$ cat config.mk
export PLATFORM = sky130hd
export DESIGN_NAME = mem_port_arbiter
export DESIGN_NICKNAME = d
export VERILOG_FILES = /design/src/rtl/mem_arb_pkg.sv /design/src/rtl/arb_lat_counter.sv /design/src/rtl/mem_port_arbiter.sv
export SDC_FILE = /design/constraint.sdc
export NUM_CORES = 1
export LEC_CHECK = 0
export CAP_MARGIN = 15
export CORE_AREA = 2 2 128 130
export CTS_CLUSTER_SIZE = 14
export DETAILED_ROUTE_END_ITERATION = 10
export DIE_AREA = 0 0 130 132
export DONT_BUFFER_PORTS = 1
export HOLD_SLACK_MARGIN = 0.05
export PLACE_DENSITY = 0.56
export SYNTH_ARGS = -nofsm -noshare
export SYNTH_HDL_FRONTEND = slang
export SYNTH_SLANG_ARGS = --single-unit
$ cat constraint.sdc
create_clock -name clka -period 7.3 [get_ports clka]
set_input_delay 1.46 -clock clka [delete_from_list [all_inputs] [get_ports clka]]
set_output_delay 1.46 -clock clka [all_outputs]
set_load 0.02 [all_outputs]
$ cat src/rtl/mem_arb_pkg.sv
// Shared types for the unified-memory port arbiter: FSM state and owner
// encodings, the latency bound and a helper that turns the latency
// parameter into the down-counter load value.
package mem_arb_pkg;

  typedef enum logic [2:0] {
    IDLE   = 3'd0,
    IF_ACC = 3'd1,
    DM_ACC = 3'd2,
    WAIT   = 3'd3,
    RESP   = 3'd4
  } arb_state_t;

  typedef enum logic {
    OWN_IF = 1'b0,
    OWN_DM = 1'b1
  } arb_owner_t;

  localparam int MEM_LAT_MAX = 8;
  localparam int LAT_CNT_W   = $clog2(MEM_LAT_MAX + 1);

  // Clamp the configured latency into 1..MEM_LAT_MAX so the counter can
  // never be loaded with 0 (which would leave WAIT without a hit).
  function automatic logic [LAT_CNT_W-1:0] lat_load_value(input int lat);
    int clamped;
    clamped = lat;
    if (clamped < 1) clamped = 1;
    if (clamped > MEM_LAT_MAX) clamped = MEM_LAT_MAX;
    return LAT_CNT_W'(clamped);
  endfunction

endpackage

$ cat src/rtl/arb_lat_counter.sv
// Loadable down-counter that times the memory read latency. hit is high
// while the count equals 1, i.e. in the cycle mem_rdata is valid.
module arb_lat_counter
  import mem_arb_pkg::*;
(
  input  logic                 clk,
  input  logic                 rst,
  input  logic                 load,
  input  logic [LAT_CNT_W-1:0] load_val,
  input  logic                 dec,
  output logic                 hit
);

  logic [LAT_CNT_W-1:0] cnt;

  // Load takes precedence over decrement; the count stops at zero.
  always_ff @(posedge clk) begin
    if (!rst) begin
      cnt <= '0;
    end else if (load) begin
      cnt <= load_val;
    end else if (dec && (cnt != '0)) begin
      cnt <= cnt - LAT_CNT_W'(1);
    end
  end

  assign hit = (cnt == LAT_CNT_W'(1));

endmodule

$ cat src/rtl/mem_port_arbiter.sv
// Arbiter sharing one single-port unified memory between the fetch (IF)
// and load/store (DM) stages. Requests are serialised, a fixed memory
// latency is counted, read data is returned per port and per-port stall
// flags feed the hazard unit.
// Optional feature: define MEM_ARB_PERF_CNT_EN to build the saturating
// stall-cycle counters; otherwise perf_if_stall/perf_dm_stall read 0.
module mem_port_arbiter
  import mem_arb_pkg::*;
#(
  parameter int ADDR_W  = 32,
  parameter int DATA_W  = 32,
  parameter int MEM_LAT = 1
) (
  input  logic              clka,
  input  logic              rst,
  input  logic              if_req,
  input  logic [ADDR_W-1:0] if_addr,
  output logic [DATA_W-1:0] if_rdata,
  output logic              if_valid,
  input  logic              dm_req,
  input  logic              dm_we,
  input  logic [ADDR_W-1:0] dm_addr,
  input  logic [DATA_W-1:0] dm_wdata,
  output logic [DATA_W-1:0] dm_rdata,
  output logic              dm_done,
  output logic              stall_if,
  output logic              stall_dm,
  output logic              mem_en,
  output logic              mem_we,
  output logic [ADDR_W-3:0] mem_addr,
  output logic [DATA_W-1:0] mem_wdata,
  input  logic [DATA_W-1:0] mem_rdata,
  output logic [31:0]       perf_if_stall,
  output logic [31:0]       perf_dm_stall
);

  localparam logic [LAT_CNT_W-1:0] LAT_LOAD = lat_load_value(MEM_LAT);

  arb_state_t        state;
  arb_owner_t        owner;
  logic              lat_we;
  logic [ADDR_W-3:0] lat_waddr;
  logic [DATA_W-1:0] lat_wdata;
  logic              cnt_load;
  logic              cnt_dec;
  logic              cnt_hit;

  // Byte-offset bits are intentionally dropped: the memory is word
  // addressed and misalignment is not reported.
  logic              unused_addr_lsb;
  assign unused_addr_lsb = ^{if_addr[1:0], dm_addr[1:0]};

  assign mem_addr  = lat_waddr;
  assign mem_wdata = lat_wdata;

  // A requester that has just received its pulse still holds req in that
  // cycle, so the stall flag must already be low there.
  assign stall_if = if_req & ~if_valid;
  assign stall_dm = dm_req & ~dm_done;

  // Start timing only for reads; stores complete without waiting.
  assign cnt_load = ((state == IF_ACC) || (state == DM_ACC)) && !lat_we;
  assign cnt_dec  = (state == WAIT);

  arb_lat_counter u_lat_counter (
    .clk      (clka),
    .rst      (rst),
    .load     (cnt_load),
    .load_val (LAT_LOAD),
    .dec      (cnt_dec),
    .hit      (cnt_hit)
  );

  // Capture the winner's address and store data while arbitrating; held
  // stable for the whole transaction so the memory sees a steady address.
  always_ff @(posedge clka) begin
    if (state == IDLE) begin
      if (dm_req) begin
        lat_waddr <= dm_addr[ADDR_W-1:2];
        lat_wdata <= dm_wdata;
      end else if (if_req) begin
        lat_waddr <= if_addr[ADDR_W-1:2];
      end
    end
  end

  // Arbitration FSM with registered strobes, pulses and read-data registers.
  always_ff @(posedge clka) begin
    if (!rst) begin
      state    <= IDLE;
      owner    <= OWN_IF;
      lat_we   <= 1'b0;
      mem_en   <= 1'b0;
      mem_we   <= 1'b0;
      if_valid <= 1'b0;
      dm_done  <= 1'b0;
      if_rdata <= '0;
      dm_rdata <= '0;
    end else begin
      mem_en   <= 1'b0;
      mem_we   <= 1'b0;
      if_valid <= 1'b0;
      dm_done  <= 1'b0;
      case (state)
        IDLE: begin
          // The data access belongs to the older instruction, so it wins.
          if (dm_req) begin
            owner  <= OWN_DM;
            lat_we <= dm_we;
            mem_en <= 1'b1;
            mem_we <= dm_we;
            state  <= DM_ACC;
          end else if (if_req) begin
            owner  <= OWN_IF;
            lat_we <= 1'b0;
            mem_en <= 1'b1;
            state  <= IF_ACC;
          end
        end
        IF_ACC, DM_ACC: begin
          if (lat_we) begin
            dm_done <= (owner == OWN_DM);
            state   <= RESP;
          end else begin
            state   <= WAIT;
          end
        end
        WAIT: begin
          if (cnt_hit) begin
            if (owner == OWN_DM) begin
              dm_rdata <= mem_rdata;
            end else begin
              if_rdata <= mem_rdata;
            end
            dm_done  <= (owner == OWN_DM);
            if_valid <= (owner == OWN_IF);
            state    <= RESP;
          end
        end
        RESP: begin
          // No arbitration here: the owner still holds its finished request.
          state <= IDLE;
        end
        default: begin
          state <= IDLE;
        end
      endcase
    end
  end

`ifdef MEM_ARB_PERF_CNT_EN
  logic [31:0] perf_if_q;
  logic [31:0] perf_dm_q;

  function automatic logic [31:0] sat_inc(input logic [31:0] v);
    return (v == 32'hFFFF_FFFF) ? v : v + 32'd1;
  endfunction

  // Count stall cycles per port, saturating at all-ones.
  always_ff @(posedge clka) begin
    if (!rst) begin
      perf_if_q <= '0;
      perf_dm_q <= '0;
    end else begin
      if (stall_if) perf_if_q <= sat_inc(perf_if_q);
      if (stall_dm) perf_dm_q <= sat_inc(perf_dm_q);
    end
  end

  assign perf_if_stall = perf_if_q;
  assign perf_dm_stall = perf_dm_q;
`else
  assign perf_if_stall = '0;
  assign perf_dm_stall = '0;
`endif

endmodule

==> run_results.csv, run 1 <==
group,metric,value,unit
sta,slew-limit-headroom,32.8,%
placed_design,finalWeightedCongestion,0.766,
floorplan,die_area,0.0172,mm²
clocking,holdBufCountCts,0,
clocking,clock_tree.root_cell,"clkbuf_16",
setup_path,critPathTopFamily,"simple AND/OR/NAND/NOR gates",
sta,finalHoldWorstSlack,0.507,ns
sta,period_share,47.7,%
floorplan,fp.coreArea,0.0157,mm²
hold_path,hold_path_class,"reg2reg",
sta,timing.final.hold_violations,0,
floorplan,die_h,132,µm
setup_path,critPathMaxStageDelay,0.55,ns
sta,setup_viol_count_final,0,
setup_path,endpoint_kind,"primary output",
placed_design,placedInstanceArea,0.00567,mm²
yosys,synth_seq_area_share,59.2,%
power,power.ir.vdd_worst,0.000145,V
yosys,postSynth.asyncResetShare,0,%
floorplan,initial_core_util,36.6,%
clocking,tritoncts_clock_tree,"built",
sta,postLayoutSetupSlackWorst,3.82,ns
yosys,synth.lib_cells_used.distinct,38,
setup_path,crit_path_slowest_cell,"nor2b_1",
setup_path,critPathMaxFanout,4,
sta,report.final.slew_viol_count,0,
yosys,synth_cells,472,
route,count_of_unresolved_drc_violations_after_routing,0,
yosys,syn_avg_cell_area,12.2,µm²
global_route,grt_pass1_wl,17.7,mm
status,status,"finished clean",
hold_path,holdCritStartpoint,"u_lat_counter.cnt[1]",
global_route,maximum_number_of_pins_on_one_net_before_global_route_repair,100,
power,total_power_of_the_final_layout,2.23,mW
clocking,postCtsResizedCells,0,
setup_path,critPathRequiredTime,5.84,ns
global_route,number_of_global_route_vias_before_repair,3067,
layout,final_core_util,39.8,%
clocking,cts.htree.levels,4,
sta,clock-skew-final,0.0103,ns
clocking,tritoncts_num_sinks,139,
layout,stdcell_area,0.00625,mm²
setup_path,reg2reg_from,"state[0]",
sta,worst_pin_slew,1.00,ns
yosys,synth.yosys.warnings,0,
floorplan,floorplan.die.width,130,µm
placed_design,io_buffers,0,
yosys,synthesis.area,0.00575,mm²
floorplan,std_cell_rows,46,
route,detail_route.wl_per_cell,17.7,µm
route,detail-route-antenna-nets,0,
setup_path,reg2reg_to,"mem_wdata[23]",
global_route,grt_antenna_before_repair,0,
layout,layout_commonest_cell,"nand2_1",
clocking,postCtsSetupRepairBufs,0,
setup_path,worst-endpoint-arrival,2.02,ns
sta,rsz0062_at_grt,"no",
sta,tns,0,ns
global_route,gr-total-overflow,0,
job,max_cap_viol_count,0,
placed_design,dp.cells,667,
placed_design,dp.final_hpwl,9.10,mm
route,drtPass1Iterations,4,
setup_path,critical_path_class,"in2out",
layout,antennaDiodeCount,0,
setup_path,crit_path_start_kind,"input pin",
clocking,cts_buffer_depth,2,
clocking,cts-buffers-inserted,17,
layout,syn2layout_area_growth,8.73,%
yosys,synth.ff_latch_count,139,
layout,mostFrequentLayoutCells,"nand2_1 (97), dfxtp_1 (77), mux2i_1 (64), conb_1 (64), edfxtp_1 (62)",
setup_path,crit_path_cell_trace,"nor2b_1",
yosys,synth_enable_flop_cells,62,
clocking,clkTransAtPathRegs,0.06,ns
layout,layout_cells_sized_above_1,14.7,%
setup_path,rr_worst_depth,2,
route,drt_first_iter_violations,92,
placed_design,post-place-ws,3.79,ns
hold_path,timing.hold.worst_endpoint,"u_lat_counter.cnt[1]",
setup_path,reg2reg_slack,5.23,ns
global_route,gr_usage_total,13.8,%
hold_path,worstHoldPathCells,2,
sta,achievable-frequency,0.287,GHz
route,route.detailed.vias_per_inst,4.66,
route,drt_wl_total,12.4,mm
route,via_count,3254,
power,static_leak,2.74,nW
sta,final.min_clock_period,3.48,ns
layout,fin_cells,699,
power,total_power_per_unit_cell_area,356,mW/mm²
clocking,clk-insertion-delay-late,0.42,ns
layout,num-nets-final,605,
setup_path,cp_num_cells,1,
floorplan,io_pins,329,
yosys,synthFlopType,"dfxtp_1",
setup_path,cp_num_buf_inv,0,
## state kept, by name, summed over array words and instances (netlist names)
name	count
dm_rdata	32
lat_we	1
mem_addr	30
dm_done	1
mem_en	1
u_lat_counter.cnt	4
mem_wdata	32
owner	1
if_valid	1
state	3
if_rdata	32
mem_we	1
## where the power goes
group | total [mW] | internal [mW] | switching (mW)
clock | 0.824 | 0.455 | 0.369
sequential | 1.20 | 0.979 | 0.217
combinational | 0.207 | 0.0689 | 0.138
## worst max path at each step
stage                       from          end  slack (ns)
after floorplan           dm_req  mem_addr[0]        2.13
after global placement    if_req     stall_if        3.78
after detailed placement  if_req     stall_if        3.79
after CTS                 if_req     stall_if        3.78
after global routing      if_req     stall_if        3.79
final                     if_req     stall_if        3.82
## cells in the mapped netlist, types with 5 or more instances
cell type / instances / share of area (%)
mux2i_1: 64 / 11
nand2_1: 97 / 6.3
clkbuf_1: 11 / 0.72
mux2_2: 30 / 5.9
a21oi_1: 5 / 0.44
buf_6: 5 / 0.98
dfxtp_1: 77 / 27
buf_4: 69 / 9.0
nor2_1: 7 / 0.46
o21ai_0: 5 / 0.44
edfxtp_1: 62 / 32
## area by class of cell
type	count	area, µm²
repair buffers	5	37.5
multi-input cells	303	1950
clock buffers	17	425
inverters	4	15.0
clock inverters	15	153
well taps	216	270
flip-flops and latches	139	3400
fillers	1489	9460
## cell families after synthesis
kind of cell / share of synthesized area, %
AO/OA/AOI/OAI: 1.83
XOR/XNOR: 0.152
adder cells (fa/ha/maj): 0.609
buffers and inverters: 11.3
flip-flops: 59.2
multiplexers: 17.0
other: 0.0652
AND/OR/NAND/NOR: 9.82
## per-layer routing
layer,up-vias,share of wire (%),global-route usage [%]
met2,204,51,23.4
met1,1539,36,13.8
met4,0,1.9,5.44
met5,-,0,0
li1,1495,-,-
met3,16,11,7.91
Power figures use the tool's default switching activity.
==> inputs of run 2 (changes only) <==
- CORE_AREA: 2 2 128 130 -> 2 2 127 129
- DIE_AREA: 0 0 130 132 -> 0 0 129 131
- PLACE_DENSITY: 0.56 -> 0.58
- clock period: 7.3 -> 3.2 ns (I/O delays scaled with it)
==> run 2 against run 1 <==
Against the previous run: sequential power increased by 130%; sequential cell count unchanged; clock power increased by 150%; global-route usage decreased by 0.54 points; total power increased by 130%; via count decreased by 2.3%; routed wire length decreased by 2.5%; core utilization increased by 0.57 points; design area increased by 0.70%; combinational power increased by 120%.
==> run_results.csv, run 2 (synthesis gave the netlist of run 1 again) <==
group,metric,value,unit
route,detail-route-antenna-nets,0,
layout,mostFrequentLayoutCells,"nand2_1 (97), dfxtp_1 (77), mux2i_1 (64), conb_1 (64), edfxtp_1 (62)",
clocking,postCtsSetupRepairBufs,0,
job,max_cap_viol_count,0,
setup_path,critPathMaxFanout,2,
route,count_of_unresolved_drc_violations_after_routing,0,
clocking,cts_buffer_depth,2,
power,static_leak,2.76,nW
route,detail_route.wl_per_cell,17.3,µm
setup_path,critPathMaxStageDelay,0.42,ns
layout,num-nets-final,604,
setup_path,cp_num_buf_inv,0,
route,drt_first_iter_violations,100,
clocking,clkTransAtPathRegs,0.06,ns
sta,final.min_clock_period,1.89,ns
sta,setup_viol_count_final,0,
floorplan,io_pins,329,
status,status,"finished clean",
placed_design,finalWeightedCongestion,0.754,
sta,tns,0,ns
setup_path,crit_path_start_kind,"flop",
floorplan,die_area,0.0169,mm²
route,via_count,3178,
hold_path,hold_path_class,"in2reg",
sta,rsz0062_at_grt,"no",
placed_design,dp.final_hpwl,8.75,mm
layout,syn2layout_area_growth,9.49,%
placed_design,io_buffers,0,
sta,period_share,58.9,%
sta,slew-limit-headroom,59.9,%
layout,fill_cells,1483,
global_route,grt_antenna_before_repair,1,
setup_path,crit_path_slowest_cell,"nor2b_1",
power,total_power_of_the_final_layout,5.21,mW
power,total_power_per_unit_cell_area,827,mW/mm²
global_route,gr-total-overflow,0,
sta,report.final.slew_viol_count,0,
layout,layout_cells_sized_above_1,14.5,%
clocking,cts.htree.levels,4,
setup_path,critPathTopFamily,"simple AND/OR/NAND/NOR gates",
floorplan,floorplan.die.width,129,µm
floorplan,std_cell_rows,46,
global_route,grt_pass1_wl,16.6,mm
sta,postLayoutSetupSlackWorst,1.31,ns
layout,final_core_util,40.4,%
clocking,tritoncts_num_sinks,139,
clocking,clk-insertion-delay-late,0.42,ns
clocking,holdBufCountCts,0,
floorplan,die_h,131,µm
sta,achievable-frequency,0.530,GHz
setup_path,endpoint_kind,"primary output",
sta,clock-skew-final,0.00869,ns
placed_design,post-place-ws,1.39,ns
route,drtPass1Iterations,4,
route,drt_wl_total,12.1,mm
global_route,gr_usage_total,13.2,%
setup_path,worst-endpoint-arrival,1.25,ns
power,power.ir.vdd_worst,0.000345,V
clocking,postCtsResizedCells,0,
clocking,clock_tree.root_cell,"clkbuf_16",
route,route.detailed.vias_per_inst,4.55,
setup_path,crit_path_cell_trace,"nor2b_1",
layout,layout_commonest_cell,"nand2_1",
floorplan,fp.coreArea,0.0156,mm²
floorplan,initial_core_util,36.9,%
clocking,cts-buffers-inserted,17,
sta,worst_pin_slew,0.601,ns
sta,timing.final.hold_violations,0,
global_route,maximum_number_of_pins_on_one_net_before_global_route_repair,100,
setup_path,critical_path_class,"reg2out",
global_route,number_of_global_route_vias_before_repair,3097,
clocking,tritoncts_clock_tree,"built",
setup_path,critPathRequiredTime,2.56,ns
run 2: cell count changes in the layout (fill, tap and decap cells not counted), sizes merged:
cell	before	now
buf	5	4
clkinvlp	2	1
inv	13	14
bufinv	0	2
diode	0	1
clkinv	4	2
run 2: layer usage:
metal  global-route usage, %  vias up  wire (µm)
met4                    5.56        0        160
met3                    7.98       12       1460
met5                       0        -          0
li1                        -     1494          -
met2                    22.6      200       6190
met1                    13.1     1472       4280
run 2: path summary, 6_finish.rpt:
| check | end | cells past startpoint | startpoint | slack, ns |
|---|---|---|---|---|
| worst max register to register | if_rdata[29] | 4 | state[2] | 1.41 |
| worst min register to register | u_lat_counter.cnt[1] | 2 | u_lat_counter.cnt[1] | 0.53 |
| worst max-delay path | stall_if | 1 | if_valid | 1.31 |
| worst min-delay path | mem_wdata[10] | 0 | dm_wdata[10] | 0.32 |
run 2: report_power, final:
part,switching [mW],total (mW),internal [mW]
combinational,0.310,0.463,0.154
sequential,0.487,2.72,2.23
clock,0.830,2.02,1.19
run 2: per-stage QoR:
stage                     hold slack [ns]  instances  area (µm²)
after floorplan                     0.463        535        6000
after global placement              0.482        666        5670
after detailed placement            0.518        666        5670
after CTS                           0.293        698        6290
after global routing                0.291        698        6290
final                               0.321        699        6290
run 2: area by class of cell:
| type | instances | area [µm²] | share of cell area (%) |
|---|---|---|---|
| Antenna cell | 1 | 2.50 | 0.0398 |
| Clock buffer | 17 | 425 | 6.76 |
| Clock inverter | 15 | 193 | 3.06 |
| Inverter | 4 | 15.0 | 0.239 |
| Multi-Input combinational cell | 303 | 1960 | 31.1 |
| Sequential cell | 139 | 3400 | 54.1 |
| Tap cell | 216 | 270 | 4.29 |
| Timing Repair Buffer | 4 | 30.0 | 0.477 |
==> inputs of run 3 (changes only) <==
- clock period: 3.2 -> 1.7 ns (I/O delays scaled with it)
==> run 3 against run 2 <==
Against the previous run: worst hold slack worse by 0.24 ns; critical path depth unchanged; sequential power up 86%; largest power group unchanged; highest routed layer unchanged; die area unchanged; sequential cell count unchanged.
==> run_results.csv, run 3 (synthesis gave the netlist of run 1 again) <==
group,metric,value,unit
placed_design,placedInstanceArea,0.00575,mm²
power,total_power_of_the_final_layout,9.84,mW
layout,mostFrequentLayoutCells,"nand2_1 (97), dfxtp_1 (76), mux2i_1 (64), conb_1 (64), edfxtp_1 (62)",
floorplan,io_pins,329,
placed_design,dp.cells,669,
sta,achievable-frequency,0.639,GHz
clocking,postCtsSetupRepairBufs,0,
power,power.ir.vdd_worst,0.000690,V
clocking,tritoncts_num_sinks,139,
setup_path,crit_path_slowest_cell,"nor2b_1",
clocking,cts_buffer_depth,2,
setup_path,crit_path_start,"dm_done",
setup_path,endpoint_kind,"primary output",
floorplan,die_h,131,µm
global_route,maximum_number_of_pins_on_one_net_before_global_route_repair,100,
global_route,gr_usage_total,13.5,%
hold_path,worstHoldPathCells,2,
sta,timing.final.hold_violations,0,
setup_path,critPathTopFamily,"simple AND/OR/NAND/NOR gates",
route,drt_first_iter_violations,95,
route,drtPass1Iterations,4,
route,count_of_unresolved_drc_violations_after_routing,0,
layout,antennaDiodeCount,0,
sta,setup_viol_count_final,0,
hold_path,hold_path_class,"in2reg",
placed_design,dp.final_hpwl,8.50,mm
layout,layout_commonest_cell,"nand2_1",
placed_design,io_buffers,0,
floorplan,initial_core_util,36.9,%
route,drt_wl_total,12.5,mm
setup_path,reg2reg_to,"u_lat_counter.cnt[3]",
global_route,grt_pass1_wl,17.1,mm
setup_path,critical_path_class,"reg2out",
hold_path,holdCritStartpoint,"rst",
clocking,tritoncts_clock_tree,"built",
layout,syn2layout_area_growth,16.1,%
setup_path,critPathMaxStageDelay,0.43,ns
setup_path,worst-endpoint-arrival,1.23,ns
setup_path,rr_worst_depth,5,
sta,final.min_clock_period,1.57,ns
floorplan,std_cell_rows,46,
power,total_power_per_unit_cell_area,1470,mW/mm²
sta,rsz0062_at_grt,"no",
global_route,grt_antenna_before_repair,0,
layout,num-nets-final,640,
setup_path,crit_path_start_kind,"flop",
sta,period_share,92.1,%
power,static_leak,2.92,nW
sta,finalHoldWorstSlack,0.0789,ns
global_route,number_of_global_route_vias_before_repair,3201,
status,status,"finished clean",
hold_path,timing.hold.worst_endpoint,"dm_rdata[21]",
global_route,gr-total-overflow,0,
setup_path,critPathRequiredTime,1.36,ns
floorplan,fp.coreArea,0.0156,mm²
layout,stdcell_area,0.00667,mm²
route,via_count,3306,
job,max_cap_viol_count,0,
clocking,clock_tree.root_cell,"clkbuf_16",
setup_path,reg2reg_slack,0.14,ns
floorplan,floorplan.die.width,129,µm
setup_path,cp_num_buf_inv,0,
floorplan,die_area,0.0169,mm²
setup_path,reg2reg_from,"u_lat_counter.cnt[0]",
placed_design,finalWeightedCongestion,0.736,
layout,fill_cells,1442,
sta,clock-skew-final,0.0136,ns
layout,layout_cells_sized_above_1,14.3,%
clocking,cts.htree.levels,4,
sta,report.final.slew_viol_count,0,
sta,postLayoutSetupSlackWorst,0.134,ns
setup_path,crit_path_cell_trace,"nor2b_1",
setup_path,critPathMaxFanout,2,
route,detail_route.wl_per_cell,17.0,µm
clocking,clkTransAtPathRegs,0.06,ns
placed_design,post-place-ws,0.115,ns
clocking,cts-buffers-inserted,17,
layout,fin_cells,734,
clocking,clk-insertion-delay-late,0.41,ns
route,route.detailed.vias_per_inst,4.50,
route,detail-route-antenna-nets,0,
==> run 3: changes by cell type in the layout (fill, tap and decap cells not counted) <==
cell and delta:
diode_2 -1, clkinvlp_4 +1, dfxtp_2 +1, buf_4 -1
dfxtp_1 -1, dlygate4sd3_1 +33, bufinv_16 -1, buf_12 +4
==> run 3: where the power goes <==
| part | switching [mW] | internal [mW] | total, mW |
|---|---|---|---|
| registers | 0.853 | 4.20 | 5.05 |
| logic | 0.696 | 0.424 | 1.12 |
| clock network | 1.57 | 2.10 | 3.67 |
| total | 3.12 | 6.72 | 9.84 |
==> run 3: cell type report <==
| type | count | area [µm²] | share of cell area [%] |
|---|---|---|---|
| Clock buffer | 17 | 425 | 6.37 |
| Clock inverter | 15 | 170 | 2.55 |
| Sequential cell | 139 | 3400 | 51.0 |
| Timing Repair Buffer | 40 | 433 | 6.49 |
| Inverter | 4 | 15.0 | 0.225 |
| Multi-Input combinational cell | 303 | 1960 | 29.3 |
| Tap cell | 216 | 270 | 4.05 |
==> run 3: timing repair <==
| action | CTS | global route |
|---|---|---|
| resized for setup | 0 | 1 |
| endpoints found under the setup margin | 0 | 8 |
| endpoints found under the hold margin | 33 | 0 |
| hold buffers | 33 | 0 |
==> run 3: metrics by stage <==
step / TNS, ns / util, %
after floorplan: -20.03 / -
after detailed placement: 0 / 36.8
after global routing: 0 / 42.8
final: 0 / 42.8
after CTS: 0 / 42.8
after global placement: 0 / 36.8
==> run 3: worst max-delay path by stage <==
stage | end | slack, ns | cells after the start
floorplan | mem_wdata[0] | -0.36 | 2
global placement | if_rdata[25] | 0.18 | 4
detailed placement | if_rdata[29] | 0.12 | 4
CTS | stall_dm | 0.06 | 1
global route | u_lat_counter.cnt[3] | 0.05 | 5
finish | stall_dm | 0.13 | 1
==> run 3: routing by layer <==
layer | track usage (%) | wire (µm)
met5 | 0 | 0
met4 | 4.48 | 108
met3 | 8.18 | 1480
met2 | 22.1 | 6300
met1 | 14.4 | 4590
==> run 3: worst register-to-register path: cells and delay by family (launching register included) <==
| family | cells | cell delay, ns |
|---|---|---|
| buf+inv | 1 | 0.06 |
| fa+ha+maj | 1 | 0.22 |
| flops | 1 | 0.39 |
| simple gates | 2 | 0.66 |
| compound gates | 1 | 0.15 |
